### src/rtl/sys_cntr_pkg.sv
// Shared types and helpers for the bounded counter family (sys_cntr and friends).
package sys_cntr_pkg;

    // Counting discipline when a step crosses a bound.
    typedef enum logic {
        CNTR_WRAP = 1'b0,
        CNTR_SAT  = 1'b1
    } cntr_mode_e;

    // Safe ceil(log2(n)) that never collapses a derived width below 1 bit.
    function automatic int unsigned sclog2(input int unsigned n);
        return (n <= 2) ? 1 : $clog2(n);
    endfunction

    // Clamp a value into [lo..hi]; wide enough for any counter up to 32 bits.
    function automatic logic [32:0] clamp(input logic [32:0] val,
                                          input logic [32:0] lo,
                                          input logic [32:0] hi);
        if (val < lo) begin
            return lo;
        end
        if (val > hi) begin
            return hi;
        end
        return val;
    endfunction

endpackage

### src/rtl/sys_cntr_next.sv
// Combinational successor of a bounded counter: given the current count,
// direction and step, produce the next count and the wrap/saturate events.
// Kept standalone so multi-pointer FIFOs can reuse it without the registers.
module sys_cntr_next
    import sys_cntr_pkg::*;
#(
    parameter int unsigned  W      = 8,
    parameter int unsigned  STEP_W = 1,
    parameter logic [W-1:0] MIN    = '0,
    parameter logic [W-1:0] MAX    = '1,
    parameter cntr_mode_e   MODE   = CNTR_WRAP
) (
    input  logic [W-1:0]      cnt,
    input  logic              dir,
    input  logic [STEP_W-1:0] step,
    output logic [W-1:0]      nxt,
    output logic              wrap,
    output logic              sat
);

    // One bit wider than the widest operand so sums and RNG itself never overflow.
    localparam int unsigned    AW    = ((W > STEP_W) ? W : STEP_W) + 1;
    localparam logic [AW-1:0]  MIN_A = AW'(MIN);
    localparam logic [AW-1:0]  MAX_A = AW'(MAX);
    localparam logic [AW-1:0]  RNG_A = MAX_A - MIN_A + AW'(1);

    logic [AW-1:0] cnt_a;
    logic [AW-1:0] step_a;
    logic [AW-1:0] s;
    logic [AW-1:0] sum;
    logic [AW-1:0] lo_lim;

    assign cnt_a  = AW'(cnt);
    assign step_a = AW'(step);
    assign s      = (step_a > RNG_A) ? RNG_A : step_a;
    assign sum    = cnt_a + s;
    assign lo_lim = MIN_A + s;

    // Apply the step, folding or clamping at the bounds; exact landings are not events.
    always_comb begin
        nxt  = cnt;
        wrap = 1'b0;
        sat  = 1'b0;
        if (dir) begin
            if (sum > MAX_A) begin
                if (MODE == CNTR_WRAP) begin
                    nxt  = W'(sum - RNG_A);
                    wrap = 1'b1;
                end else begin
                    nxt  = MAX;
                    sat  = 1'b1;
                end
            end else begin
                nxt = W'(sum);
            end
        end else begin
            if (cnt_a < lo_lim) begin
                if (MODE == CNTR_WRAP) begin
                    nxt  = W'(cnt_a + RNG_A - s);
                    wrap = 1'b1;
                end else begin
                    nxt  = MIN;
                    sat  = 1'b1;
                end
            end else begin
                nxt = W'(cnt_a - s);
            end
        end
    end

endmodule

### src/rtl/sys_cntr.sv
// Parametrised bounded counter over [MIN..MAX] with runtime step/direction,
// wrap or saturate mode, synchronous clear/load and one-cycle event pulses.
// Optional build macro SYS_CNTR_STICKY_EN adds o_evt_sticky, a flag that
// remembers any wrap/sat event until i_clr or reset.
module sys_cntr
    import sys_cntr_pkg::*;
#(
    parameter int unsigned  W       = 8,
    parameter logic [W-1:0] MIN     = '0,
    parameter logic [W-1:0] MAX     = '1,
    parameter logic [W-1:0] RST_VAL = MIN,
    parameter int unsigned  STEP_W  = 1,
    parameter cntr_mode_e   MODE    = CNTR_WRAP
) (
    input  logic              clk,
    input  logic              rst_n,
    input  logic              i_clr,
    input  logic              i_load,
    input  logic [W-1:0]      i_load_val,
    input  logic              i_en,
    input  logic              i_dir,
    input  logic [STEP_W-1:0] i_step,
    output logic [W-1:0]      o_cnt,
    output logic              o_at_max,
    output logic              o_at_min,
    output logic              o_wrap,
    output logic              o_sat
`ifdef SYS_CNTR_STICKY_EN
    ,
    output logic              o_evt_sticky
`endif
);

    logic [W-1:0] cnt_q;
    logic         wrap_q;
    logic         sat_q;

    logic [W-1:0] step_nxt;
    logic         step_wrap;
    logic         step_sat;
    logic [W-1:0] load_val_c;

    logic [W-1:0] cnt_d;
    logic         wrap_d;
    logic         sat_d;

    sys_cntr_next #(
        .W      (W),
        .STEP_W (STEP_W),
        .MIN    (MIN),
        .MAX    (MAX),
        .MODE   (MODE)
    ) u_next (
        .cnt  (cnt_q),
        .dir  (i_dir),
        .step (i_step),
        .nxt  (step_nxt),
        .wrap (step_wrap),
        .sat  (step_sat)
    );

    assign load_val_c = W'(clamp(33'(i_load_val), 33'(MIN), 33'(MAX)));

    // Command priority: clear beats load beats count; only counting raises events.
    always_comb begin
        cnt_d  = cnt_q;
        wrap_d = 1'b0;
        sat_d  = 1'b0;
        if (i_clr) begin
            cnt_d = RST_VAL;
        end else if (i_load) begin
            cnt_d = load_val_c;
        end else if (i_en) begin
            cnt_d  = step_nxt;
            wrap_d = step_wrap;
            sat_d  = step_sat;
        end
    end

    // Count and event pulses all update on the edge that consumes the command.
    always_ff @(posedge clk or negedge rst_n) begin
        if (!rst_n) begin
            cnt_q  <= RST_VAL;
            wrap_q <= 1'b0;
            sat_q  <= 1'b0;
        end else begin
            cnt_q  <= cnt_d;
            wrap_q <= wrap_d;
            sat_q  <= sat_d;
        end
    end

`ifdef SYS_CNTR_STICKY_EN
    logic sticky_q;

    // Latch any event alongside its pulse; only clear or reset forgets it.
    always_ff @(posedge clk or negedge rst_n) begin
        if (!rst_n) begin
            sticky_q <= 1'b0;
        end else if (i_clr) begin
            sticky_q <= 1'b0;
        end else if (wrap_d || sat_d) begin
            sticky_q <= 1'b1;
        end
    end

    assign o_evt_sticky = sticky_q;
`endif

    assign o_cnt    = cnt_q;
    assign o_wrap   = wrap_q;
    assign o_sat    = sat_q;
    assign o_at_max = (cnt_q == MAX);
    assign o_at_min = (cnt_q == MIN);

endmodule

### config.mk
export PLATFORM = sky130hd
export DESIGN_NAME = sys_cntr
export DESIGN_NICKNAME = d
export VERILOG_FILES = /design/src/rtl/sys_cntr_pkg.sv /design/src/rtl/sys_cntr_next.sv /design/src/rtl/sys_cntr.sv
export SDC_FILE = /design/constraint.sdc
export NUM_CORES = 1
export LEC_CHECK = 0
export BUFFER_PORTS_ARGS = -buffer_cell sky130_fd_sc_hd__buf_2
export CORE_UTILIZATION = 52
export DETAILED_ROUTE_END_ITERATION = 16
export PLACE_DENSITY = 0.87
export SYNTH_ARGS = -nofsm -noshare
export SYNTH_HDL_FRONTEND = slang
export SYNTH_SLANG_ARGS = --single-unit
### constraint.sdc
create_clock -name clk -period 5.57 [get_ports clk]
set_clock_uncertainty 0.2 [all_clocks]
set_input_delay 0 -clock clk [delete_from_list [all_inputs] [get_ports clk]]
set_output_delay 0 -clock clk [all_outputs]
set_load 0.02 [all_outputs]
== After elaboration in Yosys (flattened, before gate mapping) ==
Cells that the tools add are included.

* Word-level logic and storage cells: 26
* Flip-flop bits (word level): 9

* Equality and inequality tests: 1
* Multiplexer cells: 13
* $add $sub $neg: 5
* Magnitude comparators: 3
* Reductions and logical operators: 2

{| class="wikitable"
|+ Operator list
! operator !! count
|-
| 8-bit two-way mux || 6
|-
| 8-bit subtractor || 2
|-
| 8-bit by 9-bit adder with 9-bit output || 1
|-
| 1-bit by 9-bit > comparator with 1-bit output (second input constant) || 1
|-
| 9-bit by 8-bit > comparator with 1-bit output (second input constant) || 1
|-
| 8-bit by 9-bit less-than comparator with 1-bit output || 1
|-
| 9-bit two-way mux || 1
|-
| 8-bit by 1-bit adder with 8-bit output (second input constant) || 1
|-
| 8-bit equality test (second input constant) || 1
|-
| 8-bit zero test || 1
|-
| 8-bit by 1-bit subtractor with 8-bit output (second input constant) || 1
|-
| 1-bit two-way mux || 6
|-
| 3-bit nonzero test || 1
|}

== Logic depth before layout (Yosys ltp) ==
Gate-level depths: netlist (run 1).

* Word-level depth: 9
* Depth in mapped cells: 7

== Modules after synthesis ==
Synthesis (run 1) repeated with hierarchy kept, for this count alone.

* Cell total of the unflattened synthesis: 84
* Area total of the unflattened synthesis: 804.5 µm²

{| class="wikitable"
|+ Modules (own cells, without submodules)
! module !! instances !! area an instance (µm²) !! cells each
|-
| sys_cntr || 1 || 514.2 || 46
|-
| sys_cntr_next || 1 || 290.3 || 38
|}

== Worst setup path after synthesis (run 1) ==
OpenSTA, ideal clock, no wires.

* Path type: reg-to-reg
* From: register cnt_q[0], in the netlist o_cnt[0]
* To: register cnt_q[7], in the netlist o_cnt[7]
* Clock period less this slack: 2,083 ps
* Setup slack: 3,487 ps
* Buffers on the path: 0
* Data arrival time: 1,761 ps
* Data required time: 5,248 ps
* Library setup time: 122 ps
* Cell stages (with the launch flop): 7
* Path through: dfrtp_1 -> inv_1 -> ha_1 -> or4b_2 -> o22ai_1 -> mux2i_1 -> nand2_1

* Word-level cells in the longest chain between the ends: 7
* Elaborated cells between the ends (all ways): 13

{| class="wikitable"
|+ RTL lines
! element !! line !! RTL
|-
| start, declared || sys_cntr.sv:34 || <nowiki>logic [W-1:0] cnt_q;</nowiki>
|-
| start signal, assigned || sys_cntr.sv:87 || <nowiki>cnt_q <= cnt_d;</nowiki>
|-
| 8-bit by 9-bit adder with 9-bit output / 8-bit by 1-bit adder with 8-bit output (equally long branches) || sys_cntr_next.sv:36, sys_cntr_next.sv:59 ||
|-
| 8-bit by 1-bit subtractor with 8-bit output (tied with other cells) || sys_cntr_next.sv:47 || <nowiki>nxt = W'(sum - RNG_A);</nowiki>
|-
| 8-bit two-way mux, on equally long branches || sys_cntr_next.sv:45, sys_cntr_next.sv:57 ||
|-
| 8-bit two-way mux * || sys_cntr_next.sv:44 || <nowiki>if (dir) begin</nowiki>
|-
| 8-bit two-way mux * || sys_cntr.sv:73 || <nowiki>end else if (i_en) begin</nowiki>
|-
| 8-bit two-way mux * || sys_cntr.sv:71 || <nowiki>end else if (i_load) begin</nowiki>
|-
| 8-bit two-way mux * || sys_cntr.sv:69 || <nowiki>if (i_clr) begin</nowiki>
|}

Mark *: on every way between the ends. The rest lies on a longest branch, timed or not. The select of a mux whose other input is x is not followed.
A chain may end at the register's enable or synchronous reset.

== Worst setup path in the final report (run 1) ==
* From: register cnt_q[0], in the netlist o_cnt[0]
* To: register wrap_q, in the netlist o_wrap

* Word-level cells in the longest chain between the ends: 7
* Elaborated cells between the ends (all ways): 9

{| class="wikitable"
|+ RTL lines
! element !! line !! RTL
|-
| 8-bit by 9-bit adder with 9-bit output || sys_cntr_next.sv:36 || <nowiki>assign sum = cnt_a + s;</nowiki>
|-
| 9-bit by 8-bit > comparator with 1-bit output || sys_cntr_next.sv:45 || <nowiki>if (sum > MAX_A) begin</nowiki>
|-
| 1-bit two-way mux || sys_cntr_next.sv:45 ||
|-
| 1-bit two-way mux * || sys_cntr_next.sv:44 ||
|-
| 1-bit two-way mux * || sys_cntr.sv:73 ||
|-
| 1-bit two-way mux * || sys_cntr.sv:71 ||
|-
| 1-bit two-way mux * || sys_cntr.sv:69 ||
|-
| named net wrap_d || sys_cntr.sv:44 || <nowiki>logic wrap_d;</nowiki>
|-
| end signal, assigned || sys_cntr.sv:88 || <nowiki>wrap_q <= wrap_d;</nowiki>
|-
| end, declared || sys_cntr.sv:35 || <nowiki>logic wrap_q;</nowiki>
|}

The timed path passes the listed nets; every way through them passes the cells marked *.

==> run metrics, run 1 <==
nets@finish 153; drt drc 0; overall routing resource usage 0.349; hold_buf cts 21; die width 40.9 µm; Yosys top cell area share 0.286; Final Hold Viols 0; WL/cell 17.0 µm; CTS tree done; Final Setup Violations 0; Area contributors post-synth dfrtp_1 (29%), ha_1 (6.4%), nor2_1 (5.2%); pin count of the biggest net entering global routing 15; routing usage on met2 0.563; Area Overhead vs Synth 40.1%; CTS resizes 0; initial antenna violation count 0; Clock Latency Late Sink 0.26 ns; slowest stage delay, CP just over 0.6 ns; routing usage on met1 0.478; core footprint 1350 µm²; most numerous cell in the Yosys netlist nor2_1; total CTS buffers 3; top cell type by total area after synthesis dfrtp_1; Synth Flop Type dfrtp_1; outcome finished, final reports clean; Async SR Flop Fraction 1.00; crit-path max FO 5; row count 13; crit-path cells inv_1 > ha_1 > or4b_2 > nor3_1 > a31oi_1 > nor3_1 > dlygate4sd3_1; total number of vias approximately 900; CP required 5.57 ns; Antenna Nets Post-Route 0; share of cells above drive strength 1 0.263; mapped cell area between 700 and 800 µm²; #FFs+latches synth 9; busiest grt layer met2; H-tree lvl count 1; I/O Buffers 25; Synth Net Count 109; Worst Path Arrival 2.75 ns; CP max-delay cell or4b_2; starting density of the core 0.583; Setup CP Type register to register; Vias/cell roughly 6; final RePlAce weighted congestion 0.757; Post-synth EDFFs 0; Routed WL 2.52 mm; Die Ht 40.9 µm; antenna cells 0; final non-filler cell total 148; PwrDens between 150 and 200 nW/µm²; Synth top cells by count nor2_1 (11), dfrtp_1 (9), nor3_1 (6); Slew Limit Fails 0; Critical Path Start Type register; Avg Inst Size Synth 8.74 µm²; I/O pin count 27; first-pass GRT wire length about 3.7 mm; CTS Buffer Depth 2; Util after Layout 0.816; WHS 0.0637 ns; Placed Instances 123; Synth Warn # 0; max_cap viols 0; fin crit share 0.493; sequential share of the synthesized area 0.286; cell mode on critical path nor3_1; Post-CTS Setup Repair Bufs 0; fmax about 0.36 GHz; worst r2r path cells 7; 1st-pass router iterations 4; met3 Use GR 0.0326; RSZ-0062 raised after global routing no; Initial DRC Count 32; Final TNS setup 0 ns; clock root cell clkbuf_4; Sink Count 9; Die ar. 1670 µm²; cell count after synthesis 90; CP Capture Type register; vias in the first global route 780; hold depth 4; Post-DP HPWL 1.30 mm; clk slew on worst S/H paths about 0.06 ns; grt total ovfl 0; LEAKAGE 0.492 nW; Tmin final 2.75 ns; VDD IR-drop max about 150 µV; Fillers 80; HP Class input port to register; post-synth cell types 35
critical path: cells and delay by family, from the launching register on:
kind | cells | cell delay [ns]
compound gates | 1 | 0.09
fa+ha+maj | 1 | 0.21
buf+inv | 2 | 0.69
flops | 1 | 0.42
simple gates | 3 | 1.07
state kept, by name, indices dropped and copies added, names as in the netlist:
register / flops
o_wrap: 1
o_cnt: 8
metal layers:
layer	wire, µm	share of wire
met2	1240	0.49
met4	31	0.012
met1	1110	0.44
met3	139	0.055
met5	0	0
final cells by class:
type,instances,area [µm²],area share
sequential,9,225,0.204
clock buffer,4,26.3,0.0238
inverter,3,11.3,0.0102
tap,15,18.8,0.0170
multi-input combinational,71,485,0.440
timing repair buffer,46,335,0.304
cell families (layout without fill, tap and decap cells):
group / count (synthesis) / after routing / synth area share
compound gates: 16 / 16 / 0.148
xor+xnor: 4 / 4 / 0.0445
fa+ha+maj: 4 / 4 / 0.0636
buf+inv: 10 / 53 / 0.0970
flops: 9 / 9 / 0.286
mux: 3 / 3 / 0.0397
other cells: 1 / 1 / 0.00476
simple gates: 43 / 43 / 0.316
report_power, final:
group / switching (mW) / total (mW) / internal [mW]
logic: 0.0355 / 0.0674 / 0.0318
registers: 0.00885 / 0.0786 / 0.0697
clock network: 0.0249 / 0.0526 / 0.0277
cells in the final DEF (no fill, tap or decap), types with 2 or more instances in the layout:
cell	netlist	routed
nor4b_1	4	4
and4_2	2	2
a211oi_1	5	5
nand3_1	5	5
mux2i_1	2	2
nor2_1	11	11
dfrtp_1	9	9
a21oi_1	2	2
o21ai_0	3	3
nor3b_1	3	3
xor2_1	3	3
ha_1	4	4
buf_2	0	25
clkbuf_4	0	3
dlygate4sd3_1	0	21
nand2_1	4	4
nor3_1	6	6
inv_1	3	3
nand4_1	2	2
per-stage QoR:
stage               total power [mW]  instance area (µm²)  setup WS (ns)
finish                         0.198                 1100           2.82
global route                   0.208                 1100           2.79
CTS                            0.191                 1100           2.99
detailed placement             0.129                  866           3.43
global placement               0.128                  866           3.54
floorplan                      0.115                  787           3.49
worst paths after layout:
check	startpoint	to	slack [ns]
setup / recovery	o_cnt[0]	o_wrap	2.82
hold / removal	i_clr	o_cnt[7]	0.06
setup reg to reg	o_cnt[0]	o_wrap	2.82
hold reg to reg	o_cnt[7]	o_cnt[7]	0.62
max in group asynchronous	rst_n	o_cnt[7]	4.32
min in group asynchronous	rst_n	o_cnt[5]	0.54
Note: power is estimated with default switching activity, not from simulation.
==> inputs of run 2 (changes only) <==
--- a/config.mk
+++ b/config.mk
@@ -6,9 +6,9 @@
 export NUM_CORES = 1
 export LEC_CHECK = 0
 export BUFFER_PORTS_ARGS = -buffer_cell sky130_fd_sc_hd__buf_2
-export CORE_UTILIZATION = 52
+export CORE_UTILIZATION = 48
 export DETAILED_ROUTE_END_ITERATION = 16
-export PLACE_DENSITY = 0.87
+export PLACE_DENSITY = 0.82
 export SYNTH_ARGS = -nofsm -noshare
 export SYNTH_HDL_FRONTEND = slang
 export SYNTH_SLANG_ARGS = --single-unit
==> constraint.sdc (replaced) <==
create_clock -name clk -period 2.55 [get_ports clk]
set_clock_uncertainty 0.2 [all_clocks]
set_input_delay 0 -clock clk [delete_from_list [all_inputs] [get_ports clk]]
set_output_delay 0 -clock clk [all_outputs]
set_load 0.02 [all_outputs]
==> run 2 against run 1 <==
  * Hold slack got worse by 0.0036 ns
  * Largest cell class unchanged
  * Combinational power is 110% higher
  * First-iteration DRC count shrank 25%
  * Wire length decreased by 14%
  * Power increased by 110%
==> run metrics, run 2 (synthesized netlist as in run 1, its figures left out) <==
Initial DRC Count 24 (was 32); Reg power frac 0.408 (was 0.396); CTS tree done (unchanged); outcome finished, final reports clean (unchanged); Multi-input gate area 490 µm² (was 485 µm²); final instance area 1110 µm² (was 1100 µm²); grt total ovfl 0 (unchanged); Die Ht 42.5 µm (was 40.9 µm); clk slew on worst S/H paths 0.06 ns (about the same); WHS 0.0601 ns (was 0.0637 ns); CP Capture Type register (unchanged); core footprint 1520 µm² (was 1350 µm²); first-pass GRT wire length 3.47 mm (was 3.71 mm); Slew Limit Fails 0 (unchanged); antenna cells 0 (unchanged); hold depth 3 (was 4); total CTS buffers 3 (unchanged); RSZ-0062 raised after global routing no (unchanged); Pint 0.282 mW (was 0.129 mW); CP required 2.49 ns (was 5.57 ns); worst r2r path cells 5 (was 7); Tmin final 2.42 ns (was 2.75 ns); CP max-delay cell or4_4 (was or4b_2); Clk pwr share 0.252 (was 0.265); Psw 0.138 mW (was 0.0693 mW); CTS Buffer Depth 2 (unchanged); drt drc 0 (unchanged); Die ar. 1810 µm² (was 1670 µm²); fin crit share 0.950 (was 0.493); vias in the first global route 858 (was 780); overall routing resource usage 0.258 (was 0.349); Net Sw Frac 0.329 (was 0.349); pin count of the biggest net entering global routing 15 (unchanged); Area after DPL 867 µm² (was 866 µm²); die width 42.5 µm (was 40.9 µm); PnR worst setup slack 0.128 ns (was 2.82 ns); most frequent cells in the layout buf_2 (25), dlygate4sd3_1 (20), nor2_1 (11), dfrtp_1 (9), nor3_1 (6) (was buf_2 (25), dlygate4sd3_1 (21), nor2_1 (11), dfrtp_1 (9), nor3_1 (6)); register area 225 µm² (unchanged); crit-path cells or4_4 > o22ai_2 > xnor2_1 > a211oi_2 > dlygate4sd3_1 (was inv_1 > ha_1 > or4b_2 > nor3_1 > a31oi_1 > nor3_1 > dlygate4sd3_1); Sink Count 9 (unchanged); 1st-pass router iterations 4 (unchanged); Placed Instances 124 (was 123); most common cell after layout, fill and taps aside buf_2 (unchanged); Routed WL 2.17 mm (was 2.52 mm); H-tree lvl count 1 (unchanged); total design power 0.421 mW (was 0.198 mW); final RePlAce weighted congestion 0.742 (was 0.757); Area Overhead vs Synth 40.5% (was 40.1%); clock root cell clkbuf_4 (unchanged); Antenna Nets Post-Route 0 (unchanged); initial antenna violation count 0 (unchanged); Fillers 100 (was 80); Post-DP HPWL 1.31 mm (was 1.30 mm); share of cells above drive strength 1 0.278 (was 0.263); crit-path max FO 10 (was 5); HP Class input port to register (unchanged); Vias/cell 5.79 (was 6.02); PwrDens 380 nW/µm² (was 180 nW/µm²); Worst Path Arrival 2.36 ns (was 2.75 ns); nets@finish 153 (unchanged); Final TNS setup 0 ns (unchanged); WP buf/inv 1 (was 2); Final Hold Viols 0 (unchanged); kind of cell adding the most delay to the critical path simple AND/OR/NAND/NOR gates (unchanged); total number of vias 862 (was 891); Final Setup Violations 0 (unchanged); starting density of the core 0.516 (was 0.583); LEAKAGE 0.490 nW (was 0.492 nW); I/O pin count 27 (unchanged); Critical Path Start Type register (unchanged); row count 14 (was 13); slowest stage delay, CP 0.59 ns (was 0.62 ns); Util after Layout 0.726 (was 0.816); WP depth 5 (was 7); pre-CTS setup slack 0.443 ns (was 3.43 ns); final non-filler cell total 149 (was 148); Setup CP Type register to register (unchanged); Comb power frac 0.340 (was 0.339); VDD IR-drop max 245 µV (was 149 µV); Clock Latency Late Sink 0.25 ns (was 0.26 ns); max_cap viols 0 (unchanged); I/O Buffers 25 (unchanged); WL/cell 14.5 µm (was 17.0 µm); fmax 0.413 GHz (was 0.364 GHz); Largest register FFs 8 (unchanged)
-- run 2: cell types whose count changed in the layout (fill, tap and decap cells not counted), sizes merged --
cell / previous run / this run
buf: 25 / 26
dlygate4sd3: 21 / 20
-- run 2: worst paths after layout --
path | startpoint | to | slack [ns]
worst max-delay path | o_cnt[2] | o_cnt[6] | 0.13
worst min-delay path | i_dir | o_wrap | 0.06
worst max register to register | o_cnt[2] | o_cnt[6] | 0.13
worst min register to register | o_cnt[4] | o_cnt[4] | 0.57
max in group asynchronous | rst_n | o_cnt[1] | 1.31
min in group asynchronous | rst_n | o_cnt[2] | 0.54
-- run 2: repair_timing --
| action | CTS | global route |
|---|---|---|
| hold buffers | 21 | 0 |
| buffers inserted | 0 | 1 |
| hold endpoints to repair | 18 | 0 |
| endpoints found under the setup margin | 0 | 1 |
| gates resized for setup | 0 | 1 |
-- run 2: power by group through the flow --
| stage | registers [mW] | clock network (mW) | logic (mW) |
|---|---|---|---|
| detailed placement | 0.173 | 0 | 0.109 |
| CTS | 0.171 | 0.110 | 0.138 |
| global placement | 0.172 | 0 | 0.107 |
| global route | 0.173 | 0.119 | 0.155 |
| floorplan | 0.180 | 0 | 0.0709 |
| finish | 0.172 | 0.106 | 0.143 |
-- run 2: layer usage --
layer	part of all wire	vias up	track usage
li1	-	420	-
met5	0	-	0
met1	0.42	396	0.289
met2	0.51	40	0.446
met3	0.060	6	0.0302
met4	0.016	0	0.181
-- run 2: worst min-delay path, stage by stage --
cell and delay, ns:
buf_2 0.17, a31oi_1 0.22, nor3_1 0.08
-- run 2: area by class of cell --
cell class	count	share of cell area
Timing Repair Buffer	46	0.301
Sequential cell	9	0.204
Inverter	3	0.0102
Multi-Input combinational cell	71	0.443
Clock buffer	4	0.0238
Tap cell	16	0.0181
